**config.mk**
```make
export PLATFORM = sky130hd
export DESIGN_NAME = serial_bit_source
export DESIGN_NICKNAME = d
export VERILOG_FILES = /design/src/rtl/serial_bit_source.sv
export SDC_FILE = /design/constraint.sdc
export NUM_CORES = 1
export LEC_CHECK = 0
export BUFFER_PORTS_ARGS = -buffer_cell sky130_fd_sc_hd__buf_2
export CAP_MARGIN = 20
export CORE_AREA = 2 2 39 41
export DETAILED_ROUTE_END_ITERATION = 6
export DIE_AREA = 0 0 41 43
export GPL_TIMING_DRIVEN = 0
export PLACE_DENSITY = 0.76
export SYNTH_ARGS = -nofsm -noshare
export SYNTH_HDL_FRONTEND = slang
export SYNTH_SLANG_ARGS = --single-unit
```
**constraint.sdc**
```tcl
create_clock -name i_clk -period 2.1 [get_ports i_clk]
set_input_delay 0.525 -clock i_clk [delete_from_list [all_inputs] [get_ports i_clk]]
set_output_delay 0.525 -clock i_clk [all_outputs]
set_load 0.01 [all_outputs]
```
**src/rtl/serial_bit_source.sv**
```systemverilog
// Parallel-to-serial word source with a valid/ready load port and gapless back-to-back frames.
// Optional build macro PARITY_EN appends one even-parity bit to every frame.
module serial_bit_source #(
   parameter int unsigned WIDTH     = 8,
   parameter bit          MSB_FIRST = 1'b1
) (
   input  logic             i_clk,
   input  logic             i_rst,
   input  logic [WIDTH-1:0] i_load_data,
   input  logic             i_load_valid,
   output logic             o_load_ready,
   output logic             o_sequence,
   output logic             o_seq_valid,
   output logic             o_frame_done
);

   localparam int unsigned CNT_W = $clog2(WIDTH);
`ifdef PARITY_EN
   localparam bit PAR_EN = 1'b1;
`else
   localparam bit PAR_EN = 1'b0;
`endif

   typedef enum logic [1:0] {
      S_IDLE,
      S_SHIFT
`ifdef PARITY_EN
      , S_PARITY
`endif
   } state_t;

   state_t           r_state;
   logic [CNT_W-1:0] r_cnt;
   logic [WIDTH-1:0] r_shift;
   logic             r_seq;
   logic             r_valid;
   logic             r_done;
`ifdef PARITY_EN
   logic             r_par;
`endif

   logic             w_data_last;
   logic             w_last;
   logic             w_accept;
   logic             w_first_bit;
   logic             w_next_bit;
   logic [WIDTH-1:0] w_load_shift;
   logic [WIDTH-1:0] w_step_shift;

   // The bit on the output now is the last one of the data portion
   assign w_data_last = (r_state == S_SHIFT) && (r_cnt == CNT_W'(WIDTH - 1));

`ifdef PARITY_EN
   assign w_last = (r_state == S_PARITY);
`else
   assign w_last = w_data_last;
`endif

   // Ready in IDLE or on the frame's final cycle so the next word follows with no gap
   assign o_load_ready = i_rst && ((r_state == S_IDLE) || w_last);
   assign w_accept     = i_load_valid && o_load_ready;

   // Shift register holds the bits not yet presented, next one at the outgoing end
   assign w_first_bit  = MSB_FIRST ? i_load_data[WIDTH-1] : i_load_data[0];
   assign w_next_bit   = MSB_FIRST ? r_shift[WIDTH-1]     : r_shift[0];
   assign w_load_shift = MSB_FIRST ? (i_load_data << 1)   : (i_load_data >> 1);
   assign w_step_shift = MSB_FIRST ? (r_shift << 1)       : (r_shift >> 1);

   always_ff @(posedge i_clk) begin
      if (!i_rst) begin
         r_state <= S_IDLE;
         r_cnt   <= '0;
         r_shift <= '0;
         r_seq   <= 1'b0;
         r_valid <= 1'b0;
         r_done  <= 1'b0;
`ifdef PARITY_EN
         r_par   <= 1'b0;
`endif
      end else if (w_accept) begin
         r_state <= S_SHIFT;
         r_cnt   <= '0;
         r_shift <= w_load_shift;
         r_seq   <= w_first_bit;
         r_valid <= 1'b1;
         r_done  <= 1'b0;
`ifdef PARITY_EN
         r_par   <= ^i_load_data;
`endif
      end else begin
         case (r_state)
            S_SHIFT: begin
               if (w_data_last) begin
`ifdef PARITY_EN
                  r_state <= S_PARITY;
                  r_seq   <= r_par;
                  r_valid <= 1'b1;
                  r_done  <= 1'b1;
`else
                  r_state <= S_IDLE;
                  r_seq   <= 1'b0;
                  r_valid <= 1'b0;
                  r_done  <= 1'b0;
`endif
               end else begin
                  r_cnt   <= r_cnt + CNT_W'(1);
                  r_shift <= w_step_shift;
                  r_seq   <= w_next_bit;
                  r_valid <= 1'b1;
                  // Pulse lands on the last data bit only when no parity bit follows
                  r_done  <= !PAR_EN && (r_cnt == CNT_W'(WIDTH - 2));
               end
            end
`ifdef PARITY_EN
            S_PARITY: begin
               r_state <= S_IDLE;
               r_seq   <= 1'b0;
               r_valid <= 1'b0;
               r_done  <= 1'b0;
            end
`endif
            default: begin
               r_state <= S_IDLE;
               r_seq   <= 1'b0;
               r_valid <= 1'b0;
               r_done  <= 1'b0;
            end
         endcase
      end
   end

   assign o_sequence   = r_seq;
   assign o_seq_valid  = r_valid;
   assign o_frame_done = r_done;

endmodule
```
# Word-level counts from Yosys, hierarchy flattened
# Index checks and enable logic that the tools add are counted.
# W data, S select, Z words.
dict set report totals {
  ff_bits 14
  inputBits 11
  wordCells 36
  output_inout_bits 4
}
dict set report op_classes {
  muxes 12
  bitwise_logic 3
  n_eq_ne 4
  reduce_logical 10
  addsub 1
}
# operator n
set ops {}
lappend ops {{$mux W8} 3}
lappend ops {{$mux W1} 9}
lappend ops {{$eq A3 B3 Y1 const B} 2}
lappend ops {{$reduce_and A2 Y1} 2}
lappend ops {{$reduce_or A4 Y1} 1}
lappend ops {{$add A3 B1 Y3 const B} 1}
lappend ops {{$logic_and A1 B1 Y1} 3}
lappend ops {{$ne A3 B3 Y1 const B} 1}
lappend ops {{$not A1 Y1} 3}
lappend ops {{$logic_not A2 Y1} 1}
lappend ops {{$ne A2 B1 Y1 const B} 1}
lappend ops {{$reduce_bool A2 Y1} 1}
lappend ops {{$reduce_or A2 Y1} 1}
lappend ops {{$logic_or A1 B1 Y1} 1}

# Longest topological paths before layout
# Gate-level depths: netlist (run 1).
dict set report depth {
  ltp_word 7
  ltp_mapped 7
  mapped_depth_nobuf 5
}

# Worst setup path before layout (run 1)
# Ideal clock, no wire load.
dict set report synth_path {
  path_type {reg-to-output}
  start {register r_cnt[0]}
  end {output o_load_ready}
  path_slack_ps 498
  arrival_ps 1077
  required_time_ps 1575
  stages_incl_launch_ff 6
  path_buffers 1
  path_cell_list {dfxtp_1 ha_1 ha_1 nand2b_4 buf_6 and2_4}
}
dict set report synth_via {
  elab_chain_cells 4
}
# item line_no
set synth_lines {}
lappend synth_lines {{start, declared} 33} ;# logic [CNT_W-1:0] r_cnt;
lappend synth_lines {{start signal, assigned} 106} ;# r_cnt <= r_cnt + CNT_W'(1);
lappend synth_lines {{$eq A3 B3 Y1} 51} ;# assign w_data_last = (r_state == S_SHIFT) && (r_cnt == CNT_W'(WIDTH - 1));
lappend synth_lines {{$logic_and A1 B1 Y1} 51}
lappend synth_lines {{$logic_or A1 B1 Y1} 60} ;# assign o_load_ready = i_rst && ((r_state == S_IDLE) || w_last);
lappend synth_lines {{$logic_and A1 B1 Y1} 60}
lappend synth_lines {{end, declared} 11} ;# output logic o_load_ready,
# No other way between the ends.

# Worst setup path in the final report (run 1)
# Same ends and word-level chain as after synthesis.

==> results of run 1 <==
power breakdown:
group	total, W	internal [W]	switching, W
combinational	0.0000739	0.0000392	0.0000347
sequential	0.000291	0.000282	0.00000829
clock	0.000188	0.000105	0.0000825
total	0.000552	0.000427	0.000125
worst max path at each step:
stage | from | endpoint | slack (ns) | depth (start not counted)
after CTS | r_cnt[0] | o_load_ready | 0.007 | 6
after floorplan | r_cnt[0] | o_load_ready | 0.50 | 5
final | r_cnt[0] | o_load_ready | 0.08 | 6
after global placement | r_cnt[0] | o_load_ready | 0.35 | 6
after detailed placement | r_cnt[0] | o_load_ready | 0.32 | 6
after global routing | r_cnt[0] | o_load_ready | 0.02 | 6
state kept, by name, indices dropped and copies added (netlist names):
| name | flops |
|---|---|
| o_frame_done | 1 |
| o_seq_valid | 1 |
| o_sequence | 1 |
| r_cnt | 3 |
| r_shift | 7 |
| r_state | 1 |
cell usage after synthesis:
| cell type | instances |
|---|---|
| dfxtp_1 | 14 |
| buf_6 | 3 |
| nand2_1 | 2 |
| and2b_4 | 1 |
| nor2_1 | 3 |
| a21oi_1 | 6 |
| inv_1 | 1 |
| nor2b_1 | 1 |
| a21boi_1 | 1 |
| nand2b_4 | 1 |
| a21boi_0 | 1 |
| o21ai_1 | 3 |
| o21ai_0 | 3 |
| nand3b_1 | 1 |
| o21a_1 | 4 |
| ha_1 | 3 |
| mux2i_1 | 7 |
| nand3_1 | 2 |
| nor3b_1 | 1 |
| buf_2 | 1 |
| and2_4 | 1 |
| nor3_1 | 1 |
cells by family after synthesis:
logic type	Yosys count	synth area share [%]
and+or+nand+nor	14	14.1
muxes	7	11.2
AOI/OAI and AO/OA	18	16.9
DFF	14	45.0
buffers and inverters	5	6.83
adders and majority gates	3	6.02
cells in the final DEF (no fill, tap or decap):
| master | n |
|---|---|
| buf_2 | 15 |
| dfxtp_1 | 13 |
| mux2i_1 | 7 |
| a21oi_1 | 6 |
| o21a_1 | 4 |
| buf_6 | 3 |
| o21ai_1 | 3 |
| nor2_1 | 3 |
| o21ai_0 | 3 |
| clkbuf_4 | 3 |
| nand2_1 | 2 |
| nand3_1 | 2 |
| ha_2 | 2 |
| inv_1 | 1 |
| nand2b_4 | 1 |
| and2_4 | 1 |
| and2b_4 | 1 |
| nand3b_1 | 1 |
| a21boi_0 | 1 |
| a21boi_1 | 1 |
| nor2b_1 | 1 |
| nor3b_1 | 1 |
| nor3_1 | 1 |
| ha_1 | 1 |
| clkbuf_8 | 1 |
| dfxtp_2 | 1 |
per-stage QoR:
step / instance area, um2 / power, W / hold WS, ns / setup WS, ns
floorplan: 623 / 0.000348 / 0.430 / 0.498
global placement: 713 / 0.000369 / 0.440 / 0.346
detailed placement: 713 / 0.000371 / 0.450 / 0.316
CTS: 751 / 0.000560 / 0.464 / 0.00715
global route: 756 / 0.000579 / 0.477 / 0.0220
finish: 756 / 0.000552 / 0.461 / 0.0757
critical path: stages, from the launching register on:
cell and delay [ns]:
dfxtp_2 0.34, ha_2 0.18, ha_2 0.17, nand2b_4 0.13
buf_6 0.13, and2_4 0.15, buf_2 0.13
what timing repair did:
| action | 4_1_cts | 5_1_grt |
|---|---|---|
| hold buffers | 0 | 0 |
| setup endpoints to repair | 1 | 1 |
| buffers inserted | 0 | 0 |
| gates resized for setup | 1 | 2 |
metal layers:
metal / vias up / track usage (%) / share of wire, %
met5: - / 0 / 0
li1: 247 / - / -
met1: 216 / 17.0 / 46
met3: 0 / 4.71 / 6.7
met4: 0 / 6.00 / 0
met2: 15 / 20.9 / 48
layout make-up:
class	instances	area (um2)	area share, %
clock buffers	4	36.3	4.80
inverters	1	3.75	0.497
repair buffers	14	70.1	9.27
multi-input cells	42	305	40.4
flip-flops and latches	14	282	37.3
plain buffers	4	38.8	5.13
well taps	16	20.0	2.65
==> flow_summary.toml, run 1 <==
[outcome]
status = "completed"

[sta]
period_share_pct = 96.4
slew_violations = 0
rsz0062_at_grt = "false"
fmax_ghz = 0.494
finalHoldViolCount = 0
fin_crit_ns = 2.02
fin_setup_tns_ns = 0
worst_clock_skew_ns = 0.000945
setup_violations = 0
max_slew_margin_pct = 88.8
worstMarginPinSlew_ns = 0.169

[pwr]
p_per_area_nw_per_um2 = 731
p_leak_nw = 0.339
irDropWorstVdd_v = 0.000325

[final_layout]
antenna_cells = 0
nNetsFinal = 94
utilization_pct = 54.6
area_growth_pct = 21.3
drive_above_1_share_pct = 35.4
final_cells = 95
n_fill_cell = 125

[global_routing]
grt_max_degree = 11
grt_util_all_layers_pct = 13.8
grt_pass1_vias = 411
grt-ovfl-total = 0
antenna_found_initial = 0
grt_pass1_wl_mm = 1.65

[yosys]
syn_inst = 61
syn_avg_cell_area_um2 = 10.2
synth_area_leaders = "dfxtp_1 45%, mux2i_1 11%, ha_1 6.0%, buf_6 5.4%, a21oi_1 4.8%"
ys_types = 22
synth-seq-cells = 14
yosysSeqAreaShare_pct = 45.0
synthesis.nets = 75
synth_area_um2 = 623
synth_top_area_share_pct = 45.0
synth_top_area_cell = "dfxtp_1"
yosys_warnings = 0

[floorplan]
die_w_um = 41
core_um2 = 1380
row_count = 14
design.die.area_um2 = 1760
initial_utilization_pct = 45.0
pin_count = 15
fp.dieH_um = 43

[route]
vias_per_cell = 5.03
final_antenna_net_count = 0
drt-total-wl_mm = 1.01
drtPass1Iterations = 4
wl_per_cell_um = 10.6
remaining_drc_errors = 0
drt_iter0_markers = 1
dr_total_vias = 478

[critical_path]
crit_required_ns = 1.57
worstReg2RegEnd = "r_shift[3]"
regToRegStartpoint = "r_cnt[0]"
rrSetupSlack_ns = 0.76
worst_setup_path_end_kind = "output port"
crit_fanout = 9
crit_type = "reg -> out"
cp-start-kind = "flop"
cp.arrival_ns = 1.50
r2r_cells = 7

[clock_network]
clk_latency_ns = 0.27
path_clk_slew_ns = 0.08
cts_num_sinks = 14
cts_tree = "yes"
htree_levels = 1
cts_max_path_buffers = 2
cts_made_buffers = 3
cts_root_buf = "clkbuf_4"

[place]
hpwl_um = 737
dp_cells = 91
gp_congestion = 0.779
port_buffers = 14

[worst_hold_path]
hold_start = "r_shift[7]"
whs_path_depth = 2
holdPathEnd = "o_sequence"
min_path_type = "reg -> reg"

[flow_run]
maxCapViolations = 0
Note: power is estimated with default switching activity, not from simulation.
==> run 2: changes to the inputs <==
- ABC_AREA: not set -> 1
- CAP_MARGIN: 20 -> 30
- CORE_AREA: 2 2 39 41 -> not set
- CORE_UTILIZATION: not set -> 54
- DIE_AREA: 0 0 41 43 -> not set
- PLACE_DENSITY: 0.76 -> 0.84
==> run 2 against run 1 <==
Worst hold slack got worse by 0.0060 ns; clock power decreased by 22%; core utilization increased by 15 points; die area decreased by 18%; via count increased by 26%; combinational power increased by 7.4%; power decreased by 7.5%; global-route usage increased by 6.8 points; critical path type unchanged; highest routed layer is now met4.
==> flow_summary.toml, run 2 <==
[floorplan]
initial_utilization_pct = 60.8
row_count = 12
pin_count = 15
design.die.area_um2 = 1450
die_w_um = 38.1
fp.dieH_um = 38.1
core_um2 = 1160

[yosys]
synth_ff_type = "dfxtp_1"
synth_most_common_cell = "nand2_1"
synthesis.nets = 109
yosys_warnings = 0
syn_avg_cell_area_um2 = 7.40
synth_edf_count = 0
yosysSeqAreaShare_pct = 39.9
synth_common_cells = "21 x nand2_1, 20 x nor2_1, 14 x dfxtp_1"
synth_area_um2 = 703
synth_area_leaders = "dfxtp_1 40%, nand2_1 11%, nor2_1 11%, inv_1 5.9%, ha_1 5.3%"
synth_top_area_share_pct = 39.9
synth-seq-cells = 14
synth_top_area_cell = "dfxtp_1"
syn_inst = 95
async_flop_share_pct = 0
ys_types = 21

[sta]
rsz0062_at_grt = "false"
setup_violations = 0
finalHoldViolCount = 0
worstMarginPinSlew_ns = 0.208
fmax_ghz = 0.506
fin_setup_tns_ns = 0
period_share_pct = 94.0
fin_crit_ns = 1.97
max_slew_margin_pct = 86.1
worst_clock_skew_ns = 0.00202
slew_violations = 0

[critical_path]
cp-start-kind = "flop"
cp.arrival_ns = 1.45
worstReg2RegEnd = "r_shift[7]"
rrSetupSlack_ns = 0.66
crit_required_ns = 1.57
r2r_cells = 9
crit_chain = "ha_1, ha_1, nor2_4, nor2_1, buf_2"
critical_path_buf_inv_count = 1
crit_type = "reg -> out"
cp_common_cell = "ha_1"
crit_fanout = 8
worst_setup_path_end_kind = "output port"
max_stage_delay_ns = 0.34
path_delay_family = "adder cells"
regToRegStartpoint = "r_cnt[0]"
crit_path_top_delay_cell = "dfxtp_1"

[final_layout]
n_fill_cell = 101
utilization_pct = 69.5
drive_above_1_share_pct = 24.5
final_cell_mix = "21 x nand2_1, 20 x nor2_1, 14 x dfxtp_1"
final_common_cell = "nand2_1"
final_cells = 124
regArea_um2 = 280
area_growth_pct = 14.2
largest_reg_flops = 7
largest-register = "r_shift"
nNetsFinal = 126
reg_top3 = "r_shift (7), r_cnt (3)"
multi_input_area_um2 = 335
antenna_cells = 0

[route]
remaining_drc_errors = 0
drt-total-wl_mm = 1.22
vias_per_cell = 4.85
drtPass1Iterations = 5
final_antenna_net_count = 0
wl_per_cell_um = 9.85
dr_total_vias = 601
drt_iter0_markers = 16

[clock_network]
path_clk_slew_ns = 0.08
cts_setup_buffers = 0
cts_tree = "yes"
cts_hold_buf = 0
cts_max_path_buffers = 2
cts_root_buf = "clkbuf_4"
htree_levels = 1
cts_num_sinks = 14
cts_made_buffers = 3
cts_resized = 0
clk_latency_ns = 0.28

[pwr]
p_per_area_nw_per_um2 = 636
p_leak_nw = 0.405
irDropWorstVdd_v = 0.000508

[place]
port_buffers = 12
gp_congestion = 0.828
hpwl_um = 881
dp_cells = 121

[global_routing]
grt_max_degree = 11
grt_util_all_layers_pct = 20.6
grt_pass1_vias = 519
grt-ovfl-total = 0
grt_pass1_wl_mm = 2.05
antenna_found_initial = 0

[outcome]
status = "completed"

[worst_hold_path]
whs_path_depth = 3
min_path_type = "in -> reg"
holdPathEnd = "o_sequence"
hold_start = "i_load_data[7]"

[flow_run]
maxCapViolations = 0
==> run 2: changes by cell type after synthesis, sizes merged, moves of 4 or more <==
cell   before  now
mux2i       7    0
nand4       0    6
nand2       2   22
o21ai       6    2
inv         1   14
o21a        4    0
nor2        3   21
==> run 2: stage by stage <==
stage          cell area [um2]  hold slack [ns]  setup WS [ns]  total power [W]
3_3_place_gp               781            0.455          0.340         0.000369
3_5_place_dp               781            0.455          0.342         0.000370
4_1_cts                    803            0.457          0.114         0.000516
5_1_grt                    803            0.464         0.0452         0.000537
6_report                   803            0.455          0.125         0.000511
2_1_floorplan              703            0.437          0.502         0.000348
==> run 2: worst max-delay path by stage <==
stage	depth (start not counted)	startpoint	end
floorplan	4	i_rst	o_load_ready
global placement	5	i_rst	o_load_ready
finish	5	r_cnt[0]	o_load_ready
detailed placement	5	i_rst	o_load_ready
global route	5	r_cnt[0]	o_load_ready
CTS	5	r_cnt[0]	o_load_ready
==> run 2: worst min-delay path: stages <==
cell     delay [ns]
buf_2          0.07
nand2_1        0.04
o31ai_1        0.06
==> run 2: kinds of logic after synthesis <==
| kind of cell | after synthesis | synth area share (%) |
|---|---|---|
| simple gates | 53 | 34.9 |
| compound gates | 6 | 6.23 |
| buf+inv | 18 | 12.5 |
| fa+ha+maj | 3 | 5.34 |
| flops | 14 | 39.9 |
| xor+xnor | 1 | 1.25 |
==> run 2: report_power, final <==
group	internal, W	switching (W)
clock network	0.0000665	0.0000805
registers	0.000278	0.00000698
logic	0.0000328	0.0000467
total	0.000377	0.000134
==> run 2: area by class of cell <==
| type | instances | share of cell area (%) |
|---|---|---|
| repair buffers | 12 | 7.48 |
| plain buffers | 4 | 4.36 |
| multi-input cells | 63 | 41.7 |
| clock buffers | 3 | 2.80 |
| well taps | 14 | 2.18 |
| flip-flops and latches | 14 | 34.9 |
| inverters | 14 | 6.54 |
==> run 2: per-layer routing <==
metal  vias up  global-route usage, %  routed length [um]
li1        328                      -                   -
met1       253                   24.7                 614
met2        16                   32.2                 513
met3         4                   5.23                  66
met4         0                   13.4                  27
met5         -                      0                   0
==> run 3: changes to the inputs <==
- REMOVE_ABC_BUFFERS: not set -> 1
==> run 3 against run 2 <==
Via count shrank 0.17%; wire length rose by 4.7%; global-route usage grew 0.39 points; critical path type unchanged; sequential share of layout area up 0.50 points; worst hold slack better by 0.011 ns; combinational power decreased by 7.1%; die area is the same.
==> flow_summary.toml, run 3 (same netlist as run 2, synthesis figures left out) <==
[route]
remaining_drc_errors = 0
drt_iter0_markers = 11
wl_per_cell_um = 10.4
vias_per_cell = 4.88
top_layer = "met4"
met2_length_um = 597
met1Wirelength_um = 613
dr_total_vias = 600
met3WireLength_um = 51
drtPass1Iterations = 4
final_antenna_net_count = 0
drt-total-wl_mm = 1.28

[clock_network]
htree_levels = 1
cts_num_sinks = 14
cts_tree = "yes"
path_clk_slew_ns = 0.08
cts_root_buf = "clkbuf_4"
cts_made_buffers = 3
cts_max_path_buffers = 2
cts_resized = 0
clk_latency_ns = 0.28
cts_hold_buf = 0
cts_setup_buffers = 0

[flow_run]
maxCapViolations = 0

[final_layout]
largest-register = "r_shift"
antenna_cells = 0
final_common_cell = "nand2_1"
nNetsFinal = 124
drive_above_1_share_pct = 23.9
area_growth_pct = 12.6
reg_top3 = "r_shift (7), r_cnt (3)"
final_cell_mix = "21 x nand2_1, 20 x nor2_1, 14 x buf_2, 14 x dfxtp_1, 11 x inv_1"
largest_reg_flops = 7
utilization_pct = 68.5
final_cells = 123

[place]
hpwl_um = 889
gp_congestion = 0.758
pre_cts_slack_ns = 0.398
dp_cells = 119
port_buffers = 14

[sta]
worstMarginPinSlew_ns = 0.277
fin_setup_tns_ns = 0
worst_clock_skew_ns = 0.0102
max_slew_margin_pct = 81.5
rsz0062_at_grt = "false"
postLayoutSetupSlackWorst_ns = 0.106
slew_violations = 0
fmax_ghz = 0.501
setup_violations = 0
finalHoldViolCount = 0
period_share_pct = 95.0
fin_crit_ns = 1.99

[floorplan]
row_count = 12
die_w_um = 38.1
initial_utilization_pct = 60.8
fp.dieH_um = 38.1
pin_count = 15
design.die.area_um2 = 1450
core_um2 = 1160

[pwr]
p_per_area_nw_per_um2 = 700
p_int_w = 0.000411
combPwrFrac_pct = 13.3
switching_share_pct = 26.0
p_leak_nw = 0.399
irDropWorstVdd_v = 0.000414
clkPwrFrac_pct = 35.4
pwr-share-seq_pct = 51.3
power_switching_w = 0.000144

[critical_path]
crit_fanout = 8
cp.arrival_ns = 1.47
crit_required_ns = 1.57
crit_type = "reg -> out"
worst_setup_path_end_kind = "output port"
cp-start-kind = "flop"

[global_routing]
grt_pass1_vias = 498
grt_max_degree = 18
grt-ovfl-total = 0
antenna_found_initial = 0
grt_pass1_wl_mm = 2.06
grt_util_all_layers_pct = 21.0

[outcome]
status = "completed"

[worst_hold_path]
min_path_type = "in -> reg"
## run 3: cell types whose count changed in the layout (fill, tap and decap cells not counted), sizes merged
cell,delta
buf,-2
clkbuf,+1
## run 3: path summary, 6_finish.rpt
kind / startpoint / to / slack, ns / cells after the start
setup / recovery: r_cnt[0] / o_load_ready / 0.11 / 5
hold / removal: i_load_data[7] / o_sequence / 0.47 / 3
setup reg to reg: r_cnt[0] / r_shift[1] / 0.64 / 8
hold reg to reg: r_shift[7] / o_sequence / 0.48 / 2
## run 3: per-stage QoR
step           area [um2]  hold WS, ns  total power [W]
6_report              792        0.466         0.000555
4_1_cts               792        0.456         0.000557
2_1_floorplan         668        0.437         0.000337
5_1_grt               792        0.453         0.000584
3_5_place_dp          756        0.463         0.000364
3_3_place_gp          756        0.445         0.000362
## run 3: routing by layer
metal	vias to the layer above	track usage (%)
li1	322	-
met1	259	25.2
met2	15	33.1
met3	4	5.23
met4	0	13.4
met5	-	0
## run 3: power by group through the flow
stage	clock network, W	registers [W]	logic (W)
2_1_floorplan	0	0.000291	0.0000460
3_5_place_dp	0	0.000291	0.0000736
3_3_place_gp	0	0.000290	0.0000715
5_1_grt	0.000215	0.000286	0.0000829
4_1_cts	0.000198	0.000284	0.0000740
6_report	0.000196	0.000284	0.0000738
## run 3: worst max-delay path, stage by stage, from the launching register on
cell     delay, ns
dfxtp_1       0.34
ha_1          0.21
ha_1          0.23
nor2_4        0.22
nor2_1        0.06
buf_2         0.14
## run 3: area by class of cell
class                      count  area (um2)
sequential                    14         280
inverter                      14        52.6
tap                           14        17.5
multi-input combinational     63         335
clock buffer                   4        36.3
fill                         104         364
timing repair buffer          14        70.1
